`config.mk`:
```
export PLATFORM = sky130hd
export DESIGN_NAME = hazard_stall_ctrl
export DESIGN_NICKNAME = d
export VERILOG_FILES = /design/src/rtl/hazard_stall_ctrl.sv
export SDC_FILE = /design/constraint.sdc
export NUM_CORES = 1
export LEC_CHECK = 0
export BUFFER_PORTS_ARGS = -buffer_cell sky130_fd_sc_hd__buf_2
export CORE_MARGIN = 1
export CORE_UTILIZATION = 40
export CTS_CLUSTER_DIAMETER = 50
export DETAILED_ROUTE_END_ITERATION = 16
export PLACE_DENSITY = 0.74
export SYNTH_ARGS = -nofsm -noshare
export SYNTH_HDL_FRONTEND = slang
export SYNTH_SLANG_ARGS = --single-unit
```
`constraint.sdc`:
```
create_clock -name clk -period 4.6 [get_ports clk]
set_clock_uncertainty 0.2 [all_clocks]
set_input_delay 0.23 -clock clk [delete_from_list [all_inputs] [get_ports clk]]
set_output_delay 0.23 -clock clk [all_outputs]
set_load 0.05 [all_outputs]
```
`src/rtl/hazard_stall_ctrl.sv`:
```
// rtl/hazard_stall_ctrl.sv - pipeline enable/bubble sequencer with mult/div handshake and watchdog
module hazard_stall_ctrl #(
    parameter int MD_TIMEOUT = 40,
    parameter int CNT_W      = 16
) (
    input  logic             clk,
    input  logic             reset_n,
    input  logic [31:0]      fd_ir,
    input  logic [31:0]      dx_ir,
    input  logic             branch_taken,
    input  logic             md_ready,
    input  logic             md_exc,
    output logic             pc_en,
    output logic             fd_en,
    output logic             fd_bubble,
    output logic             dx_en,
    output logic             dx_bubble,
    output logic             xm_en,
    output logic             xm_bubble,
    output logic             md_start,
    output logic             md_busy,
    output logic             md_timeout,
    output logic [CNT_W-1:0] stall_cnt
);
    typedef enum logic {RUN, MD_WAIT} state_t;

    localparam logic [7:0] WAIT_LAST = 8'(MD_TIMEOUT - 1);

    state_t     state, next_state;
    logic [7:0] wait_cnt;
    logic       timeout_hit;

    logic [4:0] fd_op, fd_rd, fd_rs, fd_rt;
    logic [4:0] dx_op, dx_rd, dx_aluop;
    logic       dx_lw, dx_md, fd_uses_rd, load_use;

    assign fd_op    = fd_ir[31:27];
    assign fd_rd    = fd_ir[26:22];
    assign fd_rs    = fd_ir[21:17];
    assign fd_rt    = fd_ir[16:12];
    assign dx_op    = dx_ir[31:27];
    assign dx_rd    = dx_ir[26:22];
    assign dx_aluop = dx_ir[6:2];

    // md_exc travels with the result through the datapath; the sequencer never acts on it
    logic unused_bits;
    assign unused_bits = ^{fd_ir[11:0], dx_ir[21:7], dx_ir[1:0], md_exc};

    assign dx_lw      = (dx_op == 5'b01000);
    assign dx_md      = (dx_op == 5'b00000) && (dx_aluop == 5'b00110 || dx_aluop == 5'b00111);
    // sw, bne, blt and jr read their rd field as a source operand
    assign fd_uses_rd = (fd_op == 5'b00111) || (fd_op == 5'b00010) ||
                        (fd_op == 5'b00110) || (fd_op == 5'b00100);
    assign load_use   = dx_lw && (dx_rd != 5'd0) &&
                        ((dx_rd == fd_rs) || (dx_rd == fd_rt) || (fd_uses_rd && (dx_rd == fd_rd)));

    always_comb begin
        pc_en       = 1'b0;
        fd_en       = 1'b0;
        fd_bubble   = 1'b0;
        dx_en       = 1'b0;
        dx_bubble   = 1'b0;
        xm_en       = 1'b0;
        xm_bubble   = 1'b0;
        md_start    = 1'b0;
        md_busy     = 1'b0;
        timeout_hit = 1'b0;
        next_state  = state;
        if (reset_n) begin
            unique case (state)
                RUN: begin
                    if (branch_taken) begin
                        {pc_en, fd_en, dx_en, xm_en} = 4'b1111;
                        fd_bubble = 1'b1;
                        dx_bubble = 1'b1;
                    end else if (dx_md) begin
                        md_start   = 1'b1;
                        xm_en      = 1'b1;
                        xm_bubble  = 1'b1;
                        next_state = MD_WAIT;
                    end else if (load_use) begin
                        dx_en     = 1'b1;
                        dx_bubble = 1'b1;
                        xm_en     = 1'b1;
                    end else begin
                        {pc_en, fd_en, dx_en, xm_en} = 4'b1111;
                    end
                end
                MD_WAIT: begin
                    md_busy = 1'b1;
                    xm_en   = 1'b1;
                    if (md_ready) begin
                        {pc_en, fd_en, dx_en} = 3'b111;
                        next_state = RUN;
                    end else if (wait_cnt == WAIT_LAST) begin
                        // watchdog expiry: drop the mul/div and let the pipeline move on
                        {pc_en, fd_en, dx_en} = 3'b111;
                        xm_bubble   = 1'b1;
                        timeout_hit = 1'b1;
                        next_state  = RUN;
                    end else begin
                        xm_bubble = 1'b1;
                    end
                end
                default: next_state = RUN;
            endcase
        end
    end

    always_ff @(posedge clk or negedge reset_n) begin
        if (!reset_n) begin
            state      <= RUN;
            wait_cnt   <= 8'd0;
            md_timeout <= 1'b0;
            stall_cnt  <= '0;
        end else begin
            state <= next_state;
            if (state == MD_WAIT)
                wait_cnt <= wait_cnt + 8'd1;
            else
                wait_cnt <= 8'd0;
            if (timeout_hit)
                md_timeout <= 1'b1;
            if (!pc_en && (stall_cnt != {CNT_W{1'b1}}))
                stall_cnt <= stall_cnt + CNT_W'(1);
        end
    end
endmodule

```
======== Yosys cells after proc, flatten, opt, wreduce, memory -nomap -nowiden ========
Index checks and enable logic that the tools add are counted.
storage, ports and cells
  logic and storage cells ................. 69
  bits in registers ....................... 26
cells by class
  $add $sub $neg .......................... 2
  muxes and demuxes ....................... 36
  equal/unequal tests ..................... 12
  bitwise logic cells ..................... 1
  reduce and logical (&&, ||, !) cells .... 14
operators by type and width
  kind                   number
  $mux 1                 31
  $eq 5x3->1 const B     5
  $add 16x1->16 const B  1
  $ne 16x16->1 const B   1
  $eq 5x5->1             3
  $add 8x1->8 const B    1
  $eq 8x6->1 const B     1
  $mux 8                 1
  $pmux 1 s2             4
  $logic_or 1x1->1       6
  $eq 5x2->1 const B     1
  $eq 5x4->1 const B     1
  $logic_and 1x1->1      5
  $logic_not 5->1        1
  $reduce_bool 5->1      1
  $logic_not 1->1        1
  $not 1->1              1

======== Longest topological paths before layout ========
Gate-level depths: netlist of the first run.
  word-level depth ........................ 14
  gate-level depth with buffers ........... 10
  depth with buffers taken out ............ 8

======== Worst setup path before layout of the first run ========
No wires, ideal clock.
  path type ............................... register to output
  start point ............................. register wait_cnt[4]
  end point ............................... output port pc_en
  stages on the path, launching flop included .. 9
  arrival ................................. 2.354 ns
  setup slack ............................. 1.816 ns
  cells stage by stage .................... dfrtp_1 or4_1 nor2_1 o311a_1 o21ai_1 o21ba_1 buf_6 buf_12 buf_4
between the ends
  longest elaborated chain between the ends .. 5
RTL lines
  what                    line  source
  from (decl)             30    logic [7:0] wait_cnt;
  from (signal assigned)  119   wait_cnt <= wait_cnt + 8'd1;
  $eq 8x6->1              95    end else if (wait_cnt == WAIT_LAST) begin
  $mux 1 (2 in series)    n/a
  $pmux 1 s2              n/a
  $mux 1                  n/a
  to (decl)               13    output logic pc_en,
No other way between the ends.

======== Worst setup path in the final report of the first run ========
  start point ............................. input port reset_n
  end point ............................... output port pc_en
between the ends
  longest elaborated chain between the ends .. 1
RTL lines
  what         line  source
  from (decl)  7     input logic reset_n,
  $mux 1       69    if (reset_n) begin
No other way between the ends.

==> out/qor.yml, run 1 <==
outcome: "complete, no violations"
rsz0062_at_grt: "false"
chipWidth_um: 66.1
rrSetupSlack_ps: 1580
first_pass_grt_wire_length_um: 5420
grt_overflow_total: 0
place_congestion: 0.776
die-area_um2: 4370
remaining_drc_errors: 0
tightestPinTransition_ps: 900
met3_usage: 0.0172
internal-power_uw: 426
final_worst_setup_slack_ps: 1280
placed_cell_count: 267
power_frac_seq: 0.409
combinationalPowerShare: 0.430
timing.hold.ws_ps: 69.6
antennaDiodeCount: 0
swShare: 0.455
yosys_warnings: 0
route.antenna.remaining_nets: 0
total_number_of_placement_rows: 22
floorplan.initialDensity: 0.433
synth.ff_latch_count: 26
hold_path_start: "md_ready"
clkSlewWorstSetupHoldPaths_ps: 80
p_leak_uw: 0.000911
library_cell_occupying_the_most_area_in_the_post_synthesis_netlist: "sky130_fd_sc_hd__dfrtp_1"
drive_gt1_frac: 0.345
max_cap_violations: 0
cts_made_buffers: 3
post_cts_resized: 0
final_cell_count_no_fill: 271
wl_per_cell_um: 12.0
post_cts_buffers: 0
seq_area_frac_synth: 0.396
post_synth.cell_area_avg_um2: 10.2
detail_route.wirelength_um: 3240
global_route.usage.total: 0.162
detailedRoute.firstPassIterationCount: 4
synthDistinctLibCells: 35
drt-vias-per-instance: 5.06
setup_viol: 0
rr_startpoint: "wait_cnt[4]$_DFF_PN0_"
clock_sink_count: 26
flow.area_growth_from_synthesis_pct: 23.2
worstPathRequired_ps: 4170
core_region_area_um2: 3800
clk_latency_ps: 270
synth_fp_nets: 232
synth.cell_area_um2: 1640
min_clock_period_post_route_ps: 3320
grt_start_max_net_pins: 31
max_clock_freq_mhz: 301
power.switching_uw: 356
place.detailed.hpwl_um: 2490
final_period_util: 0.723
min_delay_worst_endpoint: "md_timeout$_DFFE_PN0P_"
final-hold-violation-count: 0
holdCritPathClass: "in -> reg"
share_clk_of_total_power: 0.161
synth_enable_flop_cells: 0
cts.hold.buffers_added: 1
power-per-cell-area_nw_per_um2: 386
drtIter0Drc: 43
maxSlewViolCount: 0
met2_usage_in_global_routing: 0.250
relSlewSlack: 0.400
grt_pass1_vias: 1235
ys_dominant_reg_cell: "sky130_fd_sc_hd__dfrtp_1"
cts_tree: "yes"
ir_worst_vdd_v: 0.000248
crit_arrival_ps: 2890
final_common_cell: "sky130_fd_sc_hd__buf_2"
detailroute.via_count: 1370
synth_top_area_share: 0.396
port_buffers: 63
sequential_standard_cell_area_um2: 651
start_kind: "primary input"
report.power.total_uw: 783
cp-end-kind: "primary output"
netlist_instances: 161
timing.rr.end: "stall_cnt[1]$_DFFE_PN0P_"
synth-async-reset-ratio: 1.00
synthTopCellsByArea: "sky130_fd_sc_hd__dfrtp_1 (40%), sky130_fd_sc_hd__xor2_1 (13%), sky130_fd_sc_hd__nor4_4 (6.5%)"
final_cell_mix: "sky130_fd_sc_hd__buf_2 (63), sky130_fd_sc_hd__dfrtp_1 (26), sky130_fd_sc_hd__xor2_1 (24)"
worstHoldPathCells: 3
worst-r2r-cell-count: 7
multiInputGateArea_um2: 915
preCtsSetupSlack_ps: 1600
cts.htree.levels: 1
number_of_antenna_violations_at_the_first_check_in_global_routing: 0
setup_tns_ps: 0
grt_most_used_layer: "met2"
grt_util_met1: 0.232
die_height_um: 66.1
cts_max_path_buffers: 2
crit_path_max_fanout: 30
num_io_pins: 95
root_cell_of_the_clock_tree: "sky130_fd_sc_hd__clkbuf_8"
final.fill_count: 355
fin_nets: 296
criticalPathCategory: "in -> out"
==> area by class of cell <==
cell class | count | share of cell area
clock buffers | 3 | 0.0204
repair buffers | 65 | 0.164
multi-input cells | 122 | 0.452
well taps | 48 | 0.0296
inverters | 7 | 0.0130
flip-flops and latches | 26 | 0.321
==> cells in the mapped netlist (2+ instances only) <==
library cell,instances
sky130_fd_sc_hd__a21oi_1,3
sky130_fd_sc_hd__and3_1,2
sky130_fd_sc_hd__buf_4,3
sky130_fd_sc_hd__dfrtp_1,26
sky130_fd_sc_hd__ha_1,2
sky130_fd_sc_hd__inv_1,7
sky130_fd_sc_hd__mux2_2,2
sky130_fd_sc_hd__nand2_1,5
sky130_fd_sc_hd__nand2b_1,2
sky130_fd_sc_hd__nand3_1,16
sky130_fd_sc_hd__nand4_1,2
sky130_fd_sc_hd__nor2_1,16
sky130_fd_sc_hd__nor3_1,9
sky130_fd_sc_hd__nor3b_1,3
sky130_fd_sc_hd__nor4_4,5
sky130_fd_sc_hd__nor4b_1,5
sky130_fd_sc_hd__or3_1,2
sky130_fd_sc_hd__or4_1,2
sky130_fd_sc_hd__xnor2_1,10
sky130_fd_sc_hd__xor2_1,24
==> metrics by stage <==
step | instance area, um2 | util
detailed placement | 1970 | 0.520
floorplan | 1640 | -
CTS | 2030 | 0.533
finish | 2030 | 0.533
global route | 2030 | 0.533
global placement | 1970 | 0.520
==> worst max-delay path, cell delays in order <==
cell and delay [ps]:
sky130_fd_sc_hd__dlygate4sd3_1 510, sky130_fd_sc_hd__buf_2 510, sky130_fd_sc_hd__o311a_1 340, sky130_fd_sc_hd__o21ai_1 80
sky130_fd_sc_hd__o21ba_1 810, sky130_fd_sc_hd__buf_2 400
==> worst max-delay path by stage <==
stage	from	to	slack, ps	cells after the start
global placement	wait_cnt[4]$_DFF_PN0_	pc_en	1630	6
floorplan	wait_cnt[4]$_DFF_PN0_	pc_en	1820	8
global route	reset_n	fd_en	1060	6
CTS	reset_n	pc_en	1220	6
detailed placement	wait_cnt[3]$_DFF_PN0_	pc_en	1600	6
finish	reset_n	pc_en	1280	6
==> per-layer routing <==
metal,share of wire,up-vias
met5,0,-
met1,0.49,653
met4,0.016,0
met2,0.47,27
li1,-,686
met3,0.026,4
==> registers in the layout, indices dropped and copies added (netlist names) <==
signal	flops
md_timeout	1
stall_cnt	16
state	1
wait_cnt	8
==> power groups by stage <==
stage / combinational, uW / sequential (uW) / clock [uW]
floorplan: 129 / 444 / 0
global placement: 334 / 324 / 0
detailed placement: 337 / 325 / 0
CTS: 339 / 320 / 129
global route: 361 / 330 / 137
finish: 337 / 320 / 126
==> cells by family (layout without fill, tap and decap cells) <==
| kind of cell | count (synthesis) | after routing | synth area share |
|---|---|---|---|
| buf+inv | 13 | 75 | 0.0510 |
| simple gates | 72 | 72 | 0.291 |
| xor+xnor | 34 | 34 | 0.181 |
| mux | 3 | 3 | 0.0205 |
| fa+ha+maj | 2 | 2 | 0.0152 |
| flops | 26 | 26 | 0.396 |
| compound gates | 11 | 11 | 0.0457 |
Note: power is estimated with default switching activity, not from simulation.
==> run 2: changes to the inputs <==
==> constraint.sdc (replaced) <==
create_clock -name clk -period 3.26 [get_ports clk]
set_clock_uncertainty 0.2 [all_clocks]
set_input_delay 0.163 -clock clk [delete_from_list [all_inputs] [get_ports clk]]
set_output_delay 0.163 -clock clk [all_outputs]
set_load 0.05 [all_outputs]
==> run 2 against run 1 <==
Against the previous run:
- hold slack gained 160 ps
- largest power group unchanged
- power increased by 45%
- register-to-register slack lost 1000 ps
- combinational power rose by 42%
- clock power rose by 63%
==> out/qor.yml, run 2 (synthesis results as in run 1) <==
max_cap_violations: 0
max_clock_freq_mhz: 346
num_io_pins: 95
remaining_drc_errors: 0
first_pass_grt_wire_length_um: 5690
die-area_um2: 4370
drt-vias-per-instance: 4.92
final_common_cell: "sky130_fd_sc_hd__buf_2"
port_buffers: 63
holdCritPathClass: "in -> reg"
clk_latency_ps: 270
crit_family: "compound AO/OA/AOI/OAI gates"
swShare: 0.446
outcome: "complete, no violations"
cts_tree: "yes"
start_kind: "register"
setup_viol: 0
power-per-cell-area_nw_per_um2: 549
rrSetupSlack_ps: 580
power.switching_uw: 507
critical_path.endpoint: "pc_en"
placed_cell_count: 270
final.fill_count: 364
crit_path_start: "wait_cnt[4]$_DFF_PN0_"
crit_path_top_delay_cell: "sky130_fd_sc_hd__or4_1"
grt_overflow_total: 0
cp-end-kind: "primary output"
floorplan.initialDensity: 0.433
worstPathRequired_ps: 2900
route.antenna.remaining_nets: 0
criticalPathCategory: "reg -> out"
relSlewSlack: 0.664
setup_tns_ps: 0
detailedRoute.firstPassIterationCount: 4
antennaDiodeCount: 0
clkSlewWorstSetupHoldPaths_ps: 80
post_cts_resized: 0
chipWidth_um: 66.1
fin_nets: 300
core_region_area_um2: 3800
timing.rr.end: "stall_cnt[15]$_DFFE_PN0P_"
internal-power_uw: 631
tightestPinTransition_ps: 505
cts_made_buffers: 3
final_period_util: 0.888
cts.htree.levels: 1
clock_sink_count: 26
detailroute.via_count: 1358
final_cell_count_no_fill: 276
largest_register_ffs: 16
die_height_um: 66.1
detail_route.wirelength_um: 3290
combinationalPowerShare: 0.422
drtIter0Drc: 44
crit_path_max_fanout: 12
place_congestion: 0.795
crit_path_cells: "or4_1 -> nor2_1 -> o311a_1 -> o21ai_1 -> o21ba_1 -> buf_2"
ir_worst_vdd_v: 0.000292
cts.hold.buffers_added: 2
worst-r2r-cell-count: 8
p_leak_uw: 0.000937
global_route.usage.total: 0.168
wl_per_cell_um: 11.9
maxSlewViolCount: 0
critical-path-max-stage-delay_ps: 560
cp_num_cells: 6
post_cts_buffers: 0
grt_pass1_vias: 1254
min_clock_period_post_route_ps: 2890
share_clk_of_total_power: 0.180
final-hold-violation-count: 0
final_cell_mix: "sky130_fd_sc_hd__buf_2 (63), sky130_fd_sc_hd__dfrtp_1 (26), sky130_fd_sc_hd__xor2_1 (24)"
rsz0062_at_grt: "false"
drive_gt1_frac: 0.355
cts_max_path_buffers: 2
crit_arrival_ps: 2530
total_number_of_placement_rows: 22
flow.area_growth_from_synthesis_pct: 26.0
rr_startpoint: "wait_cnt[4]$_DFF_PN0_"
number_of_antenna_violations_at_the_first_check_in_global_routing: 0
power_frac_seq: 0.398
count_of_buffer_and_inverter_cells_on_the_critical_path: 1
root_cell_of_the_clock_tree: "sky130_fd_sc_hd__clkbuf_8"
place.detailed.hpwl_um: 2590
grt_start_max_net_pins: 30
largestRegisters: "stall_cnt (16), wait_cnt (8)"
biggest_register: "stall_cnt"
run 2: final cells by class:
type,count,area (um2),share of cell area
Sequential cell,26,651,0.314
Tap cell,48,60.1,0.0290
Timing Repair Buffer,69,365,0.176
Clock buffer,4,55.1,0.0266
Inverter,7,26.3,0.0127
Multi-Input combinational cell,122,915,0.441
run 2: metal layers:
layer  part of all wire  vias up  GRT usage
met5                  0        -          0
met4              0.015        0     0.0559
met3              0.033        5     0.0241
met2               0.46       26      0.259
met1               0.49      631      0.239
li1                   -      696          -
run 2: how the worst min path moves through the flow:
stage,end,start,depth (start not counted)
6_report,state$_DFFE_PN0P_,dx_ir[31],5
5_1_grt,state$_DFFE_PN0P_,dx_ir[5],5
4_1_cts,state$_DFFE_PN0P_,dx_ir[5],5
3_5_place_dp,md_timeout$_DFFE_PN0P_,reset_n,2
3_3_place_gp,md_timeout$_DFFE_PN0P_,reset_n,2
2_1_floorplan,md_timeout$_DFFE_PN0P_,reset_n,0
run 2: through the flow:
stage                     cell area (um2)  setup slack [ps]   util  total power (uW)  hold WS [ps]
after floorplan                      1640               525      -               808          -333
after global placement               2000               615  0.526               933          6.55
after detailed placement             2000               587  0.526               939          8.28
after CTS                            2070               347  0.545              1150           225
after global routing                 2070               239  0.545              1210           246
final                                2070               367  0.545              1140           230
run 2: worst register-to-register path, cell delays in order (launching register included):
cell,delay (ps)
sky130_fd_sc_hd__dfrtp_1,410
sky130_fd_sc_hd__or4_1,560
sky130_fd_sc_hd__nor2_1,110
sky130_fd_sc_hd__o311a_1,210
sky130_fd_sc_hd__o21ai_1,80
sky130_fd_sc_hd__o21ba_1,540
sky130_fd_sc_hd__buf_4,260
sky130_fd_sc_hd__nor4_4,60
sky130_fd_sc_hd__xor2_1,160
run 2: power groups by stage:
stage | clock [uW] | sequential [uW] | combinational [uW]
2_1_floorplan | 0 | 626 | 181
3_3_place_gp | 0 | 457 | 476
3_5_place_dp | 0 | 459 | 480
4_1_cts | 212 | 453 | 483
5_1_grt | 228 | 467 | 514
6_report | 205 | 453 | 480
